--- src/rtl/alu_op_issue_if.sv ---
// Request, ALU-facing and response signals of the ALU issue front end.
// The slave view is the issue block itself; the master view is its environment.
interface alu_op_issue_if #(
  parameter int WIDTH = 32
);
  logic             in_valid_i;
  logic             in_ready_o;
  logic [2:0]       alu_op_i;
  logic [5:0]       funct_i;
  logic [WIDTH-1:0] src1_i;
  logic [WIDTH-1:0] src2_i;
  logic [3:0]       alu_ctrl_o;
  logic [WIDTH-1:0] alu_src1_o;
  logic [WIDTH-1:0] alu_src2_o;
  logic [WIDTH-1:0] alu_result_i;
  logic             alu_zero_i;
  logic             out_valid_o;
  logic             out_ready_i;
  logic [WIDTH-1:0] out_result_o;
  logic             out_zero_o;
  logic             out_illegal_o;

  modport slave (
    input  in_valid_i, alu_op_i, funct_i, src1_i, src2_i,
    input  alu_result_i, alu_zero_i, out_ready_i,
    output in_ready_o, alu_ctrl_o, alu_src1_o, alu_src2_o,
    output out_valid_o, out_result_o, out_zero_o, out_illegal_o
  );

  modport master (
    output in_valid_i, alu_op_i, funct_i, src1_i, src2_i,
    output alu_result_i, alu_zero_i, out_ready_i,
    input  in_ready_o, alu_ctrl_o, alu_src1_o, alu_src2_o,
    input  out_valid_o, out_result_o, out_zero_o, out_illegal_o
  );
endinterface

--- src/rtl/alu_op_issue.sv ---
// Two-stage ALU issue front end: decodes {alu_op, funct} into the ALU control code,
// holds the operation on the ALU ports for one cycle, then registers result/zero/illegal.
module alu_op_issue #(
  parameter int         WIDTH        = 32,
  parameter logic [3:0] ILLEGAL_CTRL = 4'd15
) (
  input logic           clk_i,
  input logic           rst_i,
  alu_op_issue_if.slave bus
);

  // Returns {illegal, ctrl}.
  function automatic logic [4:0] decode(input logic [2:0] op, input logic [5:0] funct);
    logic [4:0] d;
    d = {1'b1, ILLEGAL_CTRL};
    case (op)
      3'b000:  d = {1'b0, 4'd2};
      3'b001:  d = {1'b0, 4'd6};
      3'b011:  d = {1'b0, 4'd7};
      3'b100:  d = {1'b0, 4'd1};
      3'b101:  d = {1'b0, 4'd0};
      3'b010: begin
        case (funct)
          6'h20:   d = {1'b0, 4'd2};
          6'h22:   d = {1'b0, 4'd6};
          6'h24:   d = {1'b0, 4'd0};
          6'h25:   d = {1'b0, 4'd1};
          6'h27:   d = {1'b0, 4'd12};
          6'h2A:   d = {1'b0, 4'd7};
          default: d = {1'b1, ILLEGAL_CTRL};
        endcase
      end
      default: d = {1'b1, ILLEGAL_CTRL};
    endcase
    return d;
  endfunction

  logic             s1_valid_r;
  logic [3:0]       s1_ctrl_r;
  logic [WIDTH-1:0] s1_src1_r;
  logic [WIDTH-1:0] s1_src2_r;
  logic             s1_illegal_r;
  logic             s2_valid_r;
  logic [WIDTH-1:0] s2_result_r;
  logic             s2_zero_r;
  logic             s2_illegal_r;
  logic [4:0]       dec_s;
  logic             s2_load_s;
  logic             in_ready_s;
  logic             accept_s;

  // Handshake decisions and request decode.
  always_comb begin
    dec_s      = decode(bus.alu_op_i, bus.funct_i);
    s2_load_s  = s1_valid_r & (~s2_valid_r | bus.out_ready_i);
    in_ready_s = ~s1_valid_r | s2_load_s;
    accept_s   = bus.in_valid_i & in_ready_s;
  end

  // Issue stage: data regs only change on accept so the ALU inputs stay quiet when idle.
  always_ff @(posedge clk_i) begin
    if (rst_i) begin
      s1_valid_r   <= 1'b0;
      s1_ctrl_r    <= 4'd0;
      s1_src1_r    <= '0;
      s1_src2_r    <= '0;
      s1_illegal_r <= 1'b0;
    end else if (accept_s) begin
      s1_valid_r   <= 1'b1;
      s1_ctrl_r    <= dec_s[3:0];
      s1_src1_r    <= bus.src1_i;
      s1_src2_r    <= bus.src2_i;
      s1_illegal_r <= dec_s[4];
    end else if (s2_load_s) begin
      s1_valid_r   <= 1'b0;
    end else begin
      s1_valid_r   <= s1_valid_r;
    end
  end

  // Response stage: captures the combinational ALU answer for the op held in S1.
  always_ff @(posedge clk_i) begin
    if (rst_i) begin
      s2_valid_r   <= 1'b0;
      s2_result_r  <= '0;
      s2_zero_r    <= 1'b0;
      s2_illegal_r <= 1'b0;
    end else if (s2_load_s) begin
      s2_valid_r   <= 1'b1;
      s2_result_r  <= bus.alu_result_i;
      s2_zero_r    <= bus.alu_zero_i;
      s2_illegal_r <= s1_illegal_r;
    end else if (bus.out_ready_i) begin
      s2_valid_r   <= 1'b0;
    end else begin
      s2_valid_r   <= s2_valid_r;
    end
  end

  assign bus.in_ready_o    = in_ready_s;
  assign bus.alu_ctrl_o    = s1_ctrl_r;
  assign bus.alu_src1_o    = s1_src1_r;
  assign bus.alu_src2_o    = s1_src2_r;
  assign bus.out_valid_o   = s2_valid_r;
  assign bus.out_result_o  = s2_result_r;
  assign bus.out_zero_o    = s2_zero_r;
  assign bus.out_illegal_o = s2_illegal_r;

endmodule
--- src/flat_wrapper.sv ---
// flat-port wrapper written by rule: the top's interface ports become plain ports
module alu_op_issue_flat 
#(
  parameter int         WIDTH        = 32,
  parameter logic [3:0] ILLEGAL_CTRL = 4'd15
)
  (clk_i, rst_i, bus_in_valid_i, bus_alu_op_i, bus_funct_i, bus_src1_i, bus_src2_i, bus_alu_result_i, bus_alu_zero_i, bus_out_ready_i, bus_in_ready_o, bus_alu_ctrl_o, bus_alu_src1_o, bus_alu_src2_o, bus_out_valid_o, bus_out_result_o, bus_out_zero_o, bus_out_illegal_o);
  alu_op_issue_if #(.WIDTH(WIDTH)) bus_i ();
  input logic clk_i;
  input logic rst_i;
  input wire logic [$bits(bus_i.in_valid_i)-1:0] bus_in_valid_i;
  input wire logic [$bits(bus_i.alu_op_i)-1:0] bus_alu_op_i;
  input wire logic [$bits(bus_i.funct_i)-1:0] bus_funct_i;
  input wire logic [$bits(bus_i.src1_i)-1:0] bus_src1_i;
  input wire logic [$bits(bus_i.src2_i)-1:0] bus_src2_i;
  input wire logic [$bits(bus_i.alu_result_i)-1:0] bus_alu_result_i;
  input wire logic [$bits(bus_i.alu_zero_i)-1:0] bus_alu_zero_i;
  input wire logic [$bits(bus_i.out_ready_i)-1:0] bus_out_ready_i;
  output wire logic [$bits(bus_i.in_ready_o)-1:0] bus_in_ready_o;
  output wire logic [$bits(bus_i.alu_ctrl_o)-1:0] bus_alu_ctrl_o;
  output wire logic [$bits(bus_i.alu_src1_o)-1:0] bus_alu_src1_o;
  output wire logic [$bits(bus_i.alu_src2_o)-1:0] bus_alu_src2_o;
  output wire logic [$bits(bus_i.out_valid_o)-1:0] bus_out_valid_o;
  output wire logic [$bits(bus_i.out_result_o)-1:0] bus_out_result_o;
  output wire logic [$bits(bus_i.out_zero_o)-1:0] bus_out_zero_o;
  output wire logic [$bits(bus_i.out_illegal_o)-1:0] bus_out_illegal_o;
  assign bus_i.in_valid_i = bus_in_valid_i;
  assign bus_i.alu_op_i = bus_alu_op_i;
  assign bus_i.funct_i = bus_funct_i;
  assign bus_i.src1_i = bus_src1_i;
  assign bus_i.src2_i = bus_src2_i;
  assign bus_i.alu_result_i = bus_alu_result_i;
  assign bus_i.alu_zero_i = bus_alu_zero_i;
  assign bus_i.out_ready_i = bus_out_ready_i;
  assign bus_in_ready_o = bus_i.in_ready_o;
  assign bus_alu_ctrl_o = bus_i.alu_ctrl_o;
  assign bus_alu_src1_o = bus_i.alu_src1_o;
  assign bus_alu_src2_o = bus_i.alu_src2_o;
  assign bus_out_valid_o = bus_i.out_valid_o;
  assign bus_out_result_o = bus_i.out_result_o;
  assign bus_out_zero_o = bus_i.out_zero_o;
  assign bus_out_illegal_o = bus_i.out_illegal_o;
  alu_op_issue #(.WIDTH(WIDTH), .ILLEGAL_CTRL(ILLEGAL_CTRL)) u_core (.clk_i(clk_i), .rst_i(rst_i), .bus(bus_i));
endmodule
--- config.mk ---
export PLATFORM = sky130hd
export DESIGN_NAME = alu_op_issue_flat
export DESIGN_NICKNAME = d
export VERILOG_FILES = /design/src/rtl/alu_op_issue_if.sv /design/src/rtl/alu_op_issue.sv /design/src/flat_wrapper.sv
export SDC_FILE = /design/constraint.sdc
export NUM_CORES = 1
export LEC_CHECK = 0
export CORE_AREA = 2 2 101 103
export CTS_CLUSTER_SIZE = 40
export DETAILED_ROUTE_END_ITERATION = 10
export DIE_AREA = 0 0 103 105
export HOLD_SLACK_MARGIN = 0.02
export MAX_ROUTING_LAYER = met4
export PLACE_DENSITY = 0.82
export SLEW_MARGIN = 20
export SYNTH_ARGS = -nofsm -noshare
export SYNTH_HDL_FRONTEND = slang
export SYNTH_SLANG_ARGS = --single-unit
--- constraint.sdc ---
create_clock -name clk_i -period 2 [get_ports clk_i]
set_input_delay 0.2 -clock clk_i [delete_from_list [all_inputs] [get_ports clk_i]]
set_output_delay 0.2 -clock clk_i [all_outputs]
set_load 0.1 [all_outputs]
# Word-level counts from Yosys, hierarchy flattened
# Cells that the tools add are included.
# totals
regBits	105
input_bits	110
output_inout_bits	104
wordCells	35
# classes
n_eq_ne	11
n_mux	6
bitwise	6
reduce_logical	3
# ops
operator	n
5-bit one-hot mux with 6 select lines	2
6-bit == test (second input constant)	6
3-bit by 2-bit == test with 1-bit output (second input constant)	2
3-bit == test (second input constant)	2
1-bit 2-to-1 mux	4
2-bit nonzero test	2
3-bit by 1-bit == test with 1-bit output (second input constant)	1
3-bit logical NOT	1
1-bit bitwise AND	2
1-bit NOT	2
1-bit OR	2

# Depth between registers and ports, before layout
# logic_depth
ltp_word	6
depth_mapped	6
depth_no_buf	4

# Worst setup path before layout
# OpenSTA, ideal clock, no wires.
# synth_path
path_kind	register -> register
start	register u_core.s2_valid_r (netlist: u_core.bus.out_valid_o)
end	register u_core.s1_src2_r[11] (netlist: u_core.bus.alu_src2_o[11])
setup_time_ps	70
arrival_ps	2826
required_ps	1930
setup_slack_ps	-897
stages_incl_launch_ff	7
n_path_buf	2
period_less_slack_ps	2897
cell_sequence	dfxtp_1 > nand3b_1 > nand2_2 > buf_6 > buf_6 > nand2_1 > a21oi_1
# synth_via
elab_chain_len	5
# synth_rtl
item	line_no	rtl
start: declaration	alu_op_issue.sv:43	logic s2_valid_r;
start signal: assignment	alu_op_issue.sv:96	s2_valid_r <= s2_valid_r;
1-bit NOT	alu_op_issue.sv:55	s2_load_s = s1_valid_r & (~s2_valid_r | bus.out_ready_i);
1-bit OR	alu_op_issue.sv:55	
1-bit bitwise AND	alu_op_issue.sv:55	
1-bit OR	alu_op_issue.sv:56	in_ready_s = ~s1_valid_r | s2_load_s;
net bus_in_ready_o	flat_wrapper.sv:19	output wire logic [$bits(bus_i.in_ready_o)-1:0] bus_in_ready_o;
1-bit bitwise AND	alu_op_issue.sv:57	accept_s = bus.in_valid_i & in_ready_s;
end signal: assignment	alu_op_issue.sv:72	s1_src2_r <= bus.src2_i;
end: declaration	alu_op_issue.sv:41	logic [WIDTH-1:0] s1_src2_r;
# The timed path passes the listed nets, and every way through them passes these cells.
# A chain may end at the register's enable or synchronous reset.

# Worst setup path after layout
# layout_path
start	register u_core.s1_valid_r
end	register u_core.s1_src1_r[8] (netlist: u_core.bus.alu_src1_o[8])
# layout_via
elab_chain_len	3
elab_cells_between_ends	4
cone_classes	4 x bitwise
# layout_rtl
item	line_no	rtl
start: declaration	alu_op_issue.sv:38	logic s1_valid_r;
start signal: assignment	alu_op_issue.sv:77	s1_valid_r <= s1_valid_r;
1-bit bitwise AND or 1-bit NOT (tied branches)	alu_op_issue.sv:55, alu_op_issue.sv:56	
1-bit OR (*)	alu_op_issue.sv:56	
1-bit bitwise AND (*)	alu_op_issue.sv:57	
end signal: assignment	alu_op_issue.sv:71	s1_src1_r <= bus.src1_i;
end: declaration	alu_op_issue.sv:40	logic [WIDTH-1:0] s1_src1_r;
# Every way passes the cells marked *; elsewhere a longest branch is shown, timed or not.

==> run metrics <==
result of the run finished, final reports clean; slack of the worst reg-to-reg path about 0.55 ns; delay of the slowest cell on the worst path between 0.4 and 0.5 ns; filler cell count in the final layout between 800 and 900; most used standard cells in the synthesized netlist nand2_1 (198), dfxtp_1 (105), a21oi_1 (103), buf_2 (16), clkbuf_1 (11); path type of the worst setup path reg -> reg; startpoint of the worst setup timing path u_core.s1_valid_r; Crit Reg-Reg Endpoint u_core.bus.alu_src1_o[8]; cell with the most instances after synthesis nand2_1; Tightest Pin Transition between 0.4 and 0.5 ns; ordered cell list for the critical path nand3b_1 > nand2_2 > buf_12 > nand2_1 > a21oi_1; DPL Wire Length 7920 microns; largest voltage drop on the vdd net 0.537 mV; pin count of the biggest net entering global routing 52; fraction of registers with async set or reset after synthesis 0; number of synthesized flops with an enable pin 0; insertion delay to the later sink of the worst-skew pair 0.36 ns; global-route usage over all layers 0.200; via/cell ratio 4.73; clk_skew 0.0113 ns; count of unresolved DRC violations after routing 0; number of cell instances on the worst register-to-register path 5; final sum of negative setup slack 0 ns; average cell area after synthesis 7.96 sq um; critical path launch point type flop; category of the worst setup path capture point flop; post-CTS setup-driven buffer insertion count 0; total wirelength of the detailed-routed design around 11000 microns; required arrival time at the worst endpoint between 2 and 2.5 ns; final core utilization 0.620; reg-to-reg startpoint u_core.s1_valid_r; CTS tree done; most used flip-flop cell after synthesis dfxtp_1; Clock Sinks 105; leakage component of the power 2.49 nW; Seq cells post-synth roughly 110; capturing instance or port of the critical path u_core.bus.alu_src1_o[8]; drt pass-1 iters 4; Hold Violations, Final 0; Power Dens Cells between 800 and 900 nW/um^2; Highest Clock Rate approximately 700 MHz; die extent in x 103 microns; number of global-route vias before repair ~3800; warning count from the yosys run 0; overall die height between 100 and 150 microns; area inside the core boundary between 9000 and 10000 sq um; Clock Root Buffer clkbuf_8; class of the most critical hold timing path in -> reg; Critical Path AT 1.73 ns; post_cts resized 0; effective utilization at floorplan 0.393; Mapped Cells roughly 480; post-synthesis sequential area ratio 0.555; count of port buffers added during placement approximately 210; largest fanout on the critical path between 40 and 50; synthesized net count ~590; number of setup violations in the final report 0; placer's final routability congestion estimate 0.863; number of buffers between clock root and the deepest sink 2; portion of the clock cycle consumed by the worst path in the final layout 0.727; IO Count 214; htree depth 3; max-capacitance violation count 0; top cell type's share of synthesized area 0.555; number of placement rows 36; post-synthesis instance area roughly 3800 sq um; Die Outline Area 10800 sq um; register clock-pin slew on the reported worst setup and hold paths roughly 0.10 ns; count of pins over their slew limit 0; Avg WL per Cell 13.3 microns; cell type with the highest aggregate area in the netlist dfxtp_1; minimum clock period after layout between 1 and 1.5 ns; Area growth syn-to-layout 57.7%; worst relative slew slack 0.732; first-iteration detailed-routing DRC count 132; master of the slowest instance on the critical path dfxtp_1; share of final-layout standard cells stronger than drive strength 1 0.199; global-route wire length before repair between 15000 and 20000 microns; cts bufs inserted 9; RSZ-0062 raised after global routing no; via count of the routed design between 3000 and 4000; Post-CTS Hold Buffers 0; Yosys cell types 30; grt ovf 0; number of antenna violations at the first check in global routing 0; count of antenna diodes in the layout 0; Post-layout nets between 700 and 800; count of antenna-violating nets left after detailed routing 0; synth top area cells dfxtp_1 (55%), nand2_1 (20%), a21oi_1 (14%)
worst min path at each step:
stage                                         start                    endpoint  cells after the start
after floorplan                 bus_alu_result_i[0]  u_core.bus.out_result_o[0]                      2
after global placement    u_core.bus.alu_src2_o[29]   u_core.bus.alu_src2_o[29]                      2
after detailed placement   u_core.bus.alu_src1_o[0]    u_core.bus.alu_src1_o[0]                      2
after CTS                                     rst_i   u_core.bus.alu_src2_o[18]                      2
after global routing                          rst_i   u_core.bus.alu_src2_o[18]                      2
final                                         rst_i   u_core.bus.alu_src2_o[19]                      2
metrics by stage:
step / setup slack, ns / std cells / power [mW] / instance area (sq um) / hold slack (ns)
after floorplan: -0.272 / 476 / 3.35 / 3790 / 0.336
after global placement: 0.323 / 797 / 3.81 / 5800 / 0.437
after detailed placement: 0.273 / 797 / 3.83 / 5800 / 0.446
after CTS: 0.505 / 813 / 5.04 / 5980 / 0.249
after global routing: 0.402 / 813 / 5.21 / 5980 / 0.261
final: 0.545 / 813 / 4.99 / 5980 / 0.258
cells in the final DEF, fill, tap and decap left out, drive strengths merged, types with 2 or more instances in the layout:
master,n
nand2,199
buf,114
clkdlybuf4s50,108
dfxtp,105
a21oi,104
clkbuf,11
nand2b,4
nor2,4
inv,4
nor2b,3
nor3,2
nand3,2
mux2i,2
a31oi,2
o21ai,2
clkinv,2
flip-flops by register name, indices dropped and copies added, names as in the netlist, 4 cells and up:
register / count
u_core.bus.alu_src2_o: 32
u_core.bus.alu_src1_o: 32
u_core.bus.out_result_o: 32
u_core.bus.alu_ctrl_o: 4
metal layers:
metal / vias to the layer above / global-route usage / part of all wire
met5: - / - / 0
met4: 0 / 0.0592 / 0.021
met3: 19 / 0.0522 / 0.072
met2: 140 / 0.340 / 0.50
met1: 1755 / 0.228 / 0.41
li1: 1931 / - / -
layout make-up:
type | instances | area [sq um] | share of cell area
Clock buffer | 11 | 141 | 0.0237
Clock inverter | 5 | 38.8 | 0.00649
Inverter | 2 | 7.51 | 0.00126
Multi-Input combinational cell | 335 | 1510 | 0.252
Sequential cell | 105 | 2110 | 0.352
Tap cell | 133 | 166 | 0.0278
Timing Repair Buffer | 222 | 2010 | 0.337
cells by family (layout without fill, tap and decap cells):
family,count (synthesis),after routing,synth area share
compound gates,114,114,0.158
buf+inv,36,240,0.0508
flops,105,105,0.555
mux,2,2,0.00528
simple gates,219,219,0.231
worst max-delay path: cells and delay by family, from the launching register on:
kind	cells	cell delay, ns
flops	1	0.43
compound gates	1	0.17
buf+inv	1	0.25
simple gates	3	0.51
report_power, final:
part | switching, mW | total (mW) | internal (mW)
Sequential | 0.0605 | 2.26 | 2.20
Clock | 0.716 | 1.21 | 0.498
Combinational | 1.08 | 1.51 | 0.432
Total | 1.85 | 4.99 | 3.13
(Power assumes the default switching activity.)
